<file path="src/rtl/muldiv_sequencer.sv">
// Multi-cycle RV32M multiply/divide unit: radix-2 shift-add multiplier and restoring
// divider sharing one 2*WIDTH accumulator, with pipeline stall and a one-cycle done pulse.
module muldiv_sequencer #(
  parameter int WIDTH = 32
) (
  input  logic             clk,
  input  logic             reset,
  input  logic             start,
  input  logic [2:0]       Funct3,
  input  logic [WIDTH-1:0] SrcA,
  input  logic [WIDTH-1:0] SrcB,
  input  logic             flush,
  output logic             busy,
  output logic             stall,
  output logic             done,
  output logic [WIDTH-1:0] Result
);

  localparam int CW = $clog2(WIDTH + 1);
  localparam logic [CW-1:0] CNT_INIT = CW'(WIDTH);
  localparam logic [1:0] IDLE    = 2'd0;
  localparam logic [1:0] COMPUTE = 2'd1;
  localparam logic [1:0] DONE    = 2'd2;
  localparam logic [WIDTH-1:0] MIN_NEG = {1'b1, {(WIDTH-1){1'b0}}};

  logic [1:0]         state_q, state_d;
  logic [2:0]         op_q, op_d;
  logic               sA_q, sA_d, sB_q, sB_d;
  logic [CW-1:0]      cnt_q, cnt_d;
  logic [2*WIDTH-1:0] acc_q, acc_d;
  logic [WIDTH-1:0]   mcand_q, mcand_d;
  logic [WIDTH-1:0]   result_q, result_d;

  logic               signA, signB, divZero, divOvf;
  logic [WIDTH-1:0]   magA, magB, fastVal;
  logic [WIDTH:0]     mulSum;
  logic [2*WIDTH-1:0] mulNext, divNext, prodFinal;
  logic [WIDTH-1:0]   remSub, quoFinal, remFinal, finalVal;
  logic               divGe;

  always_comb begin
    signA   = SrcA[WIDTH-1] && (Funct3 == 3'b001 || Funct3 == 3'b010 ||
                                Funct3 == 3'b100 || Funct3 == 3'b110);
    signB   = SrcB[WIDTH-1] && (Funct3 == 3'b001 || Funct3 == 3'b100 || Funct3 == 3'b110);
    magA    = signA ? -SrcA : SrcA;
    magB    = signB ? -SrcB : SrcB;
    divZero = Funct3[2] && (SrcB == '0);
    divOvf  = Funct3[2] && !Funct3[0] && (SrcA == MIN_NEG) && (SrcB == '1);
    fastVal = '0;
    if (divZero)
      fastVal = Funct3[1] ? SrcA : '1;
    else if (divOvf)
      fastVal = Funct3[1] ? '0 : MIN_NEG;
  end

  // One iteration of each datapath; the low half holds multiplier bits or quotient bits.
  always_comb begin
    mulSum   = {1'b0, acc_q[2*WIDTH-1:WIDTH]} + {1'b0, mcand_q};
    mulNext  = acc_q[0] ? {mulSum, acc_q[WIDTH-1:1]} : {1'b0, acc_q[2*WIDTH-1:1]};
    divGe    = acc_q[2*WIDTH-1:WIDTH-1] >= {1'b0, mcand_q};
    remSub   = acc_q[2*WIDTH-2:WIDTH-1] - mcand_q;
    divNext  = divGe ? {remSub, acc_q[WIDTH-2:0], 1'b1}
                     : {acc_q[2*WIDTH-2:WIDTH-1], acc_q[WIDTH-2:0], 1'b0};
    prodFinal = (sA_q ^ sB_q) ? -mulNext : mulNext;
    quoFinal  = (sA_q ^ sB_q) ? -divNext[WIDTH-1:0] : divNext[WIDTH-1:0];
    remFinal  = sA_q ? -divNext[2*WIDTH-1:WIDTH] : divNext[2*WIDTH-1:WIDTH];
    if (op_q[2])
      finalVal = op_q[1] ? remFinal : quoFinal;
    else
      finalVal = (op_q[1:0] == 2'b00) ? prodFinal[WIDTH-1:0] : prodFinal[2*WIDTH-1:WIDTH];
  end

  always_comb begin
    state_d  = state_q;
    op_d     = op_q;
    sA_d     = sA_q;
    sB_d     = sB_q;
    cnt_d    = cnt_q;
    acc_d    = acc_q;
    mcand_d  = mcand_q;
    result_d = result_q;
    if (flush) begin
      state_d = IDLE;
    end else begin
      case (state_q)
        IDLE: begin
          if (start) begin
            op_d    = Funct3;
            sA_d    = signA;
            sB_d    = signB;
            acc_d   = {{WIDTH{1'b0}}, magA};
            mcand_d = magB;
            cnt_d   = CNT_INIT;
            if (divZero || divOvf) begin
              result_d = fastVal;
              state_d  = DONE;
            end else begin
              state_d = COMPUTE;
            end
          end
        end
        COMPUTE: begin
          acc_d = op_q[2] ? divNext : mulNext;
          cnt_d = cnt_q - CW'(1);
          if (cnt_q == CW'(1)) begin
            result_d = finalVal;
            state_d  = DONE;
          end
        end
        DONE:    state_d = IDLE;
        default: state_d = IDLE;
      endcase
    end
  end

  always_ff @(posedge clk) begin
    if (reset) begin
      state_q  <= IDLE;
      op_q     <= '0;
      sA_q     <= 1'b0;
      sB_q     <= 1'b0;
      cnt_q    <= '0;
      acc_q    <= '0;
      mcand_q  <= '0;
      result_q <= '0;
    end else begin
      state_q  <= state_d;
      op_q     <= op_d;
      sA_q     <= sA_d;
      sB_q     <= sB_d;
      cnt_q    <= cnt_d;
      acc_q    <= acc_d;
      mcand_q  <= mcand_d;
      result_q <= result_d;
    end
  end

  assign busy   = (state_q == COMPUTE) || (state_q == DONE);
  assign done   = (state_q == DONE);
  assign stall  = (start && (state_q == IDLE)) || (state_q == COMPUTE);
  assign Result = result_q;

endmodule

</file>
<file path="config.mk">
export PLATFORM = sky130hd
export DESIGN_NAME = muldiv_sequencer
export DESIGN_NICKNAME = d
export VERILOG_FILES = /design/src/rtl/muldiv_sequencer.sv
export SDC_FILE = /design/constraint.sdc
export NUM_CORES = 1
export LEC_CHECK = 0
export BUFFER_PORTS_ARGS = -buffer_cell sky130_fd_sc_hd__buf_2
export CAP_MARGIN = 20
export CORE_AREA = 2 2 177 179
export DETAILED_ROUTE_END_ITERATION = 10
export DIE_AREA = 0 0 179 181
export PLACE_DENSITY = 0.77
export SYNTH_ARGS = -nofsm -noshare
export SYNTH_HDL_FRONTEND = slang
export SYNTH_SLANG_ARGS = --single-unit
</file>
<file path="constraint.sdc">
create_clock -name clk -period 4.55 [get_ports clk]
set_input_delay 0.455 -clock clk [delete_from_list [all_inputs] [get_ports clk]]
set_output_delay 0.455 -clock clk [all_outputs]
set_load 0.01 [all_outputs]
</file>
# After elaboration in Yosys (flattened, before gate mapping)
# Cells that the tools add are included.
# W data, S select, Z words.
# op_classes
eq_ne	12
magnitude_cmp	1
n_mux	27
bitwise	2
reduce_logical	25
addsub	8
# ops
operator	n
$mux W32	14
$mux W64	5
$neg A32 Y32	4
$pmux W64 S2	1
$eq A32 B32 Y1 const B	2
$neg A64 Y64	1
$pmux W32 S2	1
$add A32 B32 Y33	1
$ge A33 B32 Y1	1
$logic_not A32 Y1	1
$sub A32 B32 Y32	1
$pmux W6 S2	1
$logic_or A1 B1 Y1	8
$logic_and A1 B1 Y1	7
$eq A3 B3 Y1 const B	2
$eq A6 B1 Y1 const B	1
$mux W2	3
$mux W6	1
$ne A2 B2 Y1 const B	3
$reduce_and A3 Y1	2
$sub A6 B1 Y6 const B	1
$reduce_and A5 Y1	1
$logic_not A2 Y1	2
$pmux W2 S2	1
other kinds (10)	10
# totals
regBits	141
inputBits	71

# Depth between registers and ports, before layout
# logic_depth
depth_word	9
mapped_depth	24
depth_no_buf	20

# Worst setup path after synthesis
# No wires, ideal clock.
# synth_path
path_kind	reg-to-reg
from	register mcand_q[24]
to	register result_q[26] (netlist: Result[26])
path_slack_ps	-339
t_required_ps	4419
path_stages_with_launch	24
arrival_ps	4758
period_less_slack_ps	4889
setup_time_ps	131
path_cell_list	dfxtp_1 -> inv_1 -> ha_1 -> buf_6 -> a21oi_2 -> o21ai_2 -> a2111oi_4 -> o211ai_2 -> or2_1 -> buf_6 -> buf_2 -> buf_2 -> o21ai_0 -> ha_1 -> nand2_1 -> a2111oi_2 -> and4b_1 -> a41oi_1 -> nor3_1 -> nand2_1 -> or4b_1 -> mux2i_1 -> a21oi_1 -> o22ai_1
# synth_between
elab_chain_cells	8
word_cells_on_any_way	16
cone_classes	add/sub: 5; order compare: 1; mux: 10
# synth_rtl
element	line	text
start, declared	31	logic [WIDTH-1:0] mcand_q, mcand_d;
start signal, assigned	133	mcand_q <= mcand_d;
$add A32 B32 Y33, or another cell as far along	58	mulSum = {1'b0, acc_q[2*WIDTH-1:WIDTH]} + {1'b0, mcand_q};
$mux W64, on equally long branches	59, 62	
$neg A64 Y64, or another cell as far along	64	prodFinal = (sA_q ^ sB_q) ? -mulNext : mulNext;
$mux W64, or another cell as far along	64	
$mux W32, on equally long branches	70, 68	
$mux W32 *	67	if (op_q[2])
$mux W32 *	105	if (cnt_q == CW'(1)) begin
$pmux W32 S2 *	85	case (state_q)
end signal, assigned	134	result_q <= result_d;
end, declared	32	logic [WIDTH-1:0] result_q, result_d;
# Mark *: on every way between the ends. The rest lies on a longest branch, timed or not. The select of a mux whose other input is x is not followed.
# A chain may end at the register's enable or synchronous reset.

# Worst setup path after layout
# layout_path
from	register mcand_q[28]
to	register result_q[28] (netlist: Result[28])
# Same word-level chain as after synthesis.

==> tab_implementation.tex <==
\begin{tabular}{lr}
\hline
Metric & Value \\
\hline
\multicolumn{2}{l}{\textbf{Routing}} \\
Starting DRT DRC Count & about 2800 \\
Via Count & roughly 21000 \\
Residual DRC count & 0 \\
Total routed wirelength & slightly above 70 mm \\
WL/cell & 23.69 um \\
Remaining number of nets flagged by the antenna check after routing & 0 \\
Count of TritonRoute iterations in the first routing pass & 6 \\
Routed vias/inst & approximately 6.8 \\
\multicolumn{2}{l}{\textbf{Pwr}} \\
Leakage power & about 8 nW \\
Worst-case vdd ir drop & 0.2673 mV \\
Pwr per Cell Area & 243.1 mW/mm\^{}2 \\
\multicolumn{2}{l}{\textbf{Synthesis}} \\
Yosys Warn Count & 0 \\
Largest family of logic cells by synthesized area & compound AO/OA/AOI/OAI gates \\
Leading cell types by total area after synthesis & dfxtp\_1 (17\%), nor2\_1 (7.1\%), a21oi\_1 (6.8\%) \\
Cell count after synthesis & approximately 2500 \\
Asr flop ratio synth & 0 \\
Number of flops mapped to enable cells by yosys & 0 \\
Most instantiated cells after synthesis & nor2\_1 (323), a21oi\_1 (233), nand2\_1 (229), o21ai\_0 (167), dfxtp\_1 (141) \\
Leading area contributor after synthesis & dfxtp\_1 \\
Post-synthesis cell type count & about 110 \\
Xor/xnor share of the synthesized area & 0.09687 \\
Most common cell in the netlist & nor2\_1 \\
Synth Area per Inst & between 6 and 7 sq um \\
Synthesized cell area & between 0.015 and 0.02 sq mm \\
Top flip-flop cell by instance count after synthesis & dfxtp\_1 \\
Adder and majority cell fraction of the synthesized area & 0.05726 \\
Complex-gate fraction of the synthesized area & 0.3074 \\
Proportion of synthesized area in mux cells & 0.04964 \\
Sequential element share of the synthesized area & 0.1652 \\
Post-synthesis simple-gate area fraction & 0.2621 \\
Flop and latch count out of synthesis & 141 \\
Post-synth top area share & 0.1652 \\
Net count after synthesis & around 2600 \\
\multicolumn{2}{l}{\textbf{Setup path}} \\
Startpoint of the worst register-to-register path & mcand\_q[28]\$\_SDFFE\_PP0P\_ \\
Worst reg2reg setup slack & -0.005 ns \\
Number of cells traversed by the worst register-to-register path & 21 \\
Capture instance of the worst register-to-register path & Result[28]\$\_SDFFE\_PP0P\_ \\
Cell type of the slowest stage on the worst timing path & and4b\_2 \\
Worst Setup EP & Result[28]\$\_SDFFE\_PP0P\_ \\
Critical path depth & 21 \\
Crit Path Class & register to register \\
CP Max Fanout & 5 \\
Critical Path Source Type & register \\
Crit path arrival time & between 4 and 5 ns \\
Beginning of the critical path & mcand\_q[28]\$\_SDFFE\_PP0P\_ \\
Slowest stage delay, CP & approximately 0.37 ns \\
Series of cell instances along the critical path & inv\_1, ha\_4, nand4\_1, buf\_6, nor4\_4, a41oi\_2, o211ai\_2, or2\_4, mux2i\_4, ha\_2, nand2\_2, a2111oi\_4, and4b\_2, buf\_4, a41oi\_4, a21oi\_2, o2111ai\_2, nand3\_1, and4b\_1, o22ai\_1, a311oi\_1 \\
Critical Path End Type & register \\
Worst path required time & between 4 and 5 ns \\
Critical path buffer and inverter count & 3 \\
Family with the most delay on the worst path & compound AO/OA/AOI/OAI gates \\
\multicolumn{2}{l}{\textbf{STA}} \\
Worst-case clock skew & about 0.013 ns \\
Unrepaired setup endpoints after global routing & true \\
Final hold violations & 0 \\
Number of endpoints failing setup at the final stage & 1 \\
Fin crit share & 1.001 \\
Minimum clock period after layout & between 4 and 5 ns \\
Transition time at the pin with the least slew margin & around 1 ns \\
Max Transition Viols Final & 0 \\
Fmax & 219.5 MHz \\
Setup WS post-layout & -0.005011 ns \\
Tightest hold margin & about 0.28 ns \\
Headroom to the max-slew limit & 0.3415 \\
\multicolumn{2}{l}{\textbf{Global route}} \\
Largest net degree at the start of global routing & just under 90 \\
First-pass GRT wire length & 107.5 mm \\
Overall routing resource usage & 0.4280 \\
Initial antenna violation count & 2 \\
Vias in the first global route & $\sim$19000 \\
Leftover overflow at the end of global routing & 0 \\
\multicolumn{2}{l}{\textbf{Run}} \\
Max-cap violations & 0 \\
\multicolumn{2}{l}{\textbf{CTS}} \\
Number of buffers created by CTS & 17 \\
Clk buf depth & 2 \\
Worst-path clk slew & 0.07 ns \\
Hold buffers post-CTS & 0 \\
CTS tree & built \\
CTS sink cnt & $\sim$140 \\
Clk Latency, worst-skew pair & approximately 0.46 ns \\
Htree depth & 4 \\
Clock root buffer & clkbuf\_16 \\
\multicolumn{2}{l}{\textbf{Place}} \\
Number of placed cells counting well taps & 2976 \\
Global placement routability congestion & $\sim$1.0 \\
\# port buffers & 105 \\
DP Wirelength & between 50 and 60 mm \\
Placement-stage cell area & between 0.015 and 0.02 sq mm \\
\multicolumn{2}{l}{\textbf{Die}} \\
Floorplan Core Area & between 0.03 and 0.04 sq mm \\
Initial Utilization & 0.5631 \\
Number of placement rows & 64 \\
Boundary Pins & between 100 and 150 \\
Chip Width & around 180 um \\
Die Y & 181 um \\
Full die area & 0.03240 sq mm \\
\multicolumn{2}{l}{\textbf{Cells and area}} \\
Antenna diode count & 0 \\
Fillers & roughly 2700 \\
Fraction of final layout cells sized beyond drive strength 1 & 0.1788 \\
Non-Filler Instances & between 3000 and 4000 \\
Cell area after layout & slightly below 0.02 sq mm \\
Layout Nets & 2753 \\
Synth-to-Final Area Change & 16.03\% \\
\multicolumn{2}{l}{\textbf{Run status}} \\
Violated checks & negative setup slack \\
Run status & complete, but fails checks \\
\multicolumn{2}{l}{\textbf{Min path}} \\
Worst min path class & primary input to register \\
\hline
\end{tabular}
registers in the layout (all words and copies together), names as in the netlist:
register and cells:
op_q 3, sA_q 1, cnt_q 6, state_q 2, sB_q 1, Result 32
mcand_q 32, acc_q 64
layer usage:
layer / global-route usage / wire, um / vias to the layer above
met2: 0.6471 / 30520 / 1301
met1: 0.5670 / 29080 / 9560
met3: 0.09449 / 7463 / 307
li1: - / - / 9335
met5: 0 / 18 / -
met4: 0.2205 / 4315 / 2
timing repair:
item,CTS,global route
endpoints found under the setup margin,4,18
pin swaps,0,12
gates resized for setup,4,41
setup buffers,0,6
metrics by stage:
step	util	setup TNS, ns	setup WS, ns	power (W)
2_1_floorplan	-	0	0.002993	0.002570
3_3_place_gp	0.6244	-0.03410	-0.03410	0.003209
3_5_place_dp	0.6244	-0.5230	-0.1792	0.003233
4_1_cts	0.6438	0	0.04319	0.004685
5_1_grt	0.6534	-0.5425	-0.09586	0.004994
6_report	0.6534	-0.005011	-0.005011	0.004821
worst reg2reg max path: cells and delay by family (launching register included):
kind	cells	cell delay (ns)
AOI/OAI and AO/OA	8	1.55
buffers and inverters	3	0.42
and+or+nand+nor	7	1.40
adders and majority gates	2	0.49
DFF	1	0.33
muxes	1	0.26
how the worst min path moves through the flow:
stage	from	to	slack, ns	depth (start not counted)
after floorplan	op_q[0]$_SDFFE_PP0P_	op_q[0]$_SDFFE_PP0P_	0.44	2
after global placement	Result[14]$_SDFFE_PP0P_	Result[14]$_SDFFE_PP0P_	0.44	2
after detailed placement	Result[14]$_SDFFE_PP0P_	Result[14]$_SDFFE_PP0P_	0.47	2
after CTS	Funct3[2]	op_q[2]$_SDFFE_PP0P_	0.28	3
after global routing	Funct3[0]	op_q[0]$_SDFFE_PP0P_	0.30	3
final	Funct3[2]	op_q[2]$_SDFFE_PP0P_	0.28	3
logic make-up after synthesis:
family / after synthesis
adders and majority gates: 77
muxes: 83
AOI/OAI and AO/OA: 795
DFF: 141
and+or+nand+nor: 918
buffers and inverters: 256
xor gates and xnor gates: 189
area by class of cell:
cell class              count  area, sq um  share of cell area
repair buffers            311         2095              0.1056
flip-flops and latches    141         2835              0.1430
well taps                 396        495.5             0.02499
multi-input cells        2062        13550              0.6836
clock buffers              17        425.4             0.02145
inverters                  72        272.8             0.01376
clock inverters            15        151.4            0.007635
layout by cell type, fill, tap and decap left out, types with 10 or more instances in the layout:
cell type,synthesis,final
nor2_1,323,320
inv_1,70,70
nand2_1,229,228
a311oi_1,29,29
nand4_1,46,46
a22oi_1,18,18
o41ai_1,10,10
o21ai_0,167,162
dfxtp_1,141,133
o31ai_1,23,23
ha_1,75,66
or3_1,33,33
a21o_1,25,24
xor2_1,97,96
mux2_2,10,10
xnor2_1,92,91
o211ai_1,34,34
nand2b_1,23,23
nand3_1,37,37
buf_2,31,104
and2_1,19,19
a211oi_1,92,92
a21oi_1,233,229
clkbuf_16,0,17
mux2i_1,72,71
o221ai_1,13,13
nor2b_1,15,15
or4_1,14,14
nor3_1,59,56
nor4_1,31,28
a31oi_1,23,23
buf_4,1,204
power by group:
part / switching, W / internal, W / total, W / leakage [nW]
logic: 0.00125 / 0.000711 / 0.00197 / 6.37
clock network: 0.000699 / 0.000772 / 0.00147 / 0.276
registers: 0.0000873 / 0.00130 / 0.00138 / 1.15
total: 0.00204 / 0.00278 / 0.00482 / 7.80
Note: power is estimated with default switching activity, not from simulation.
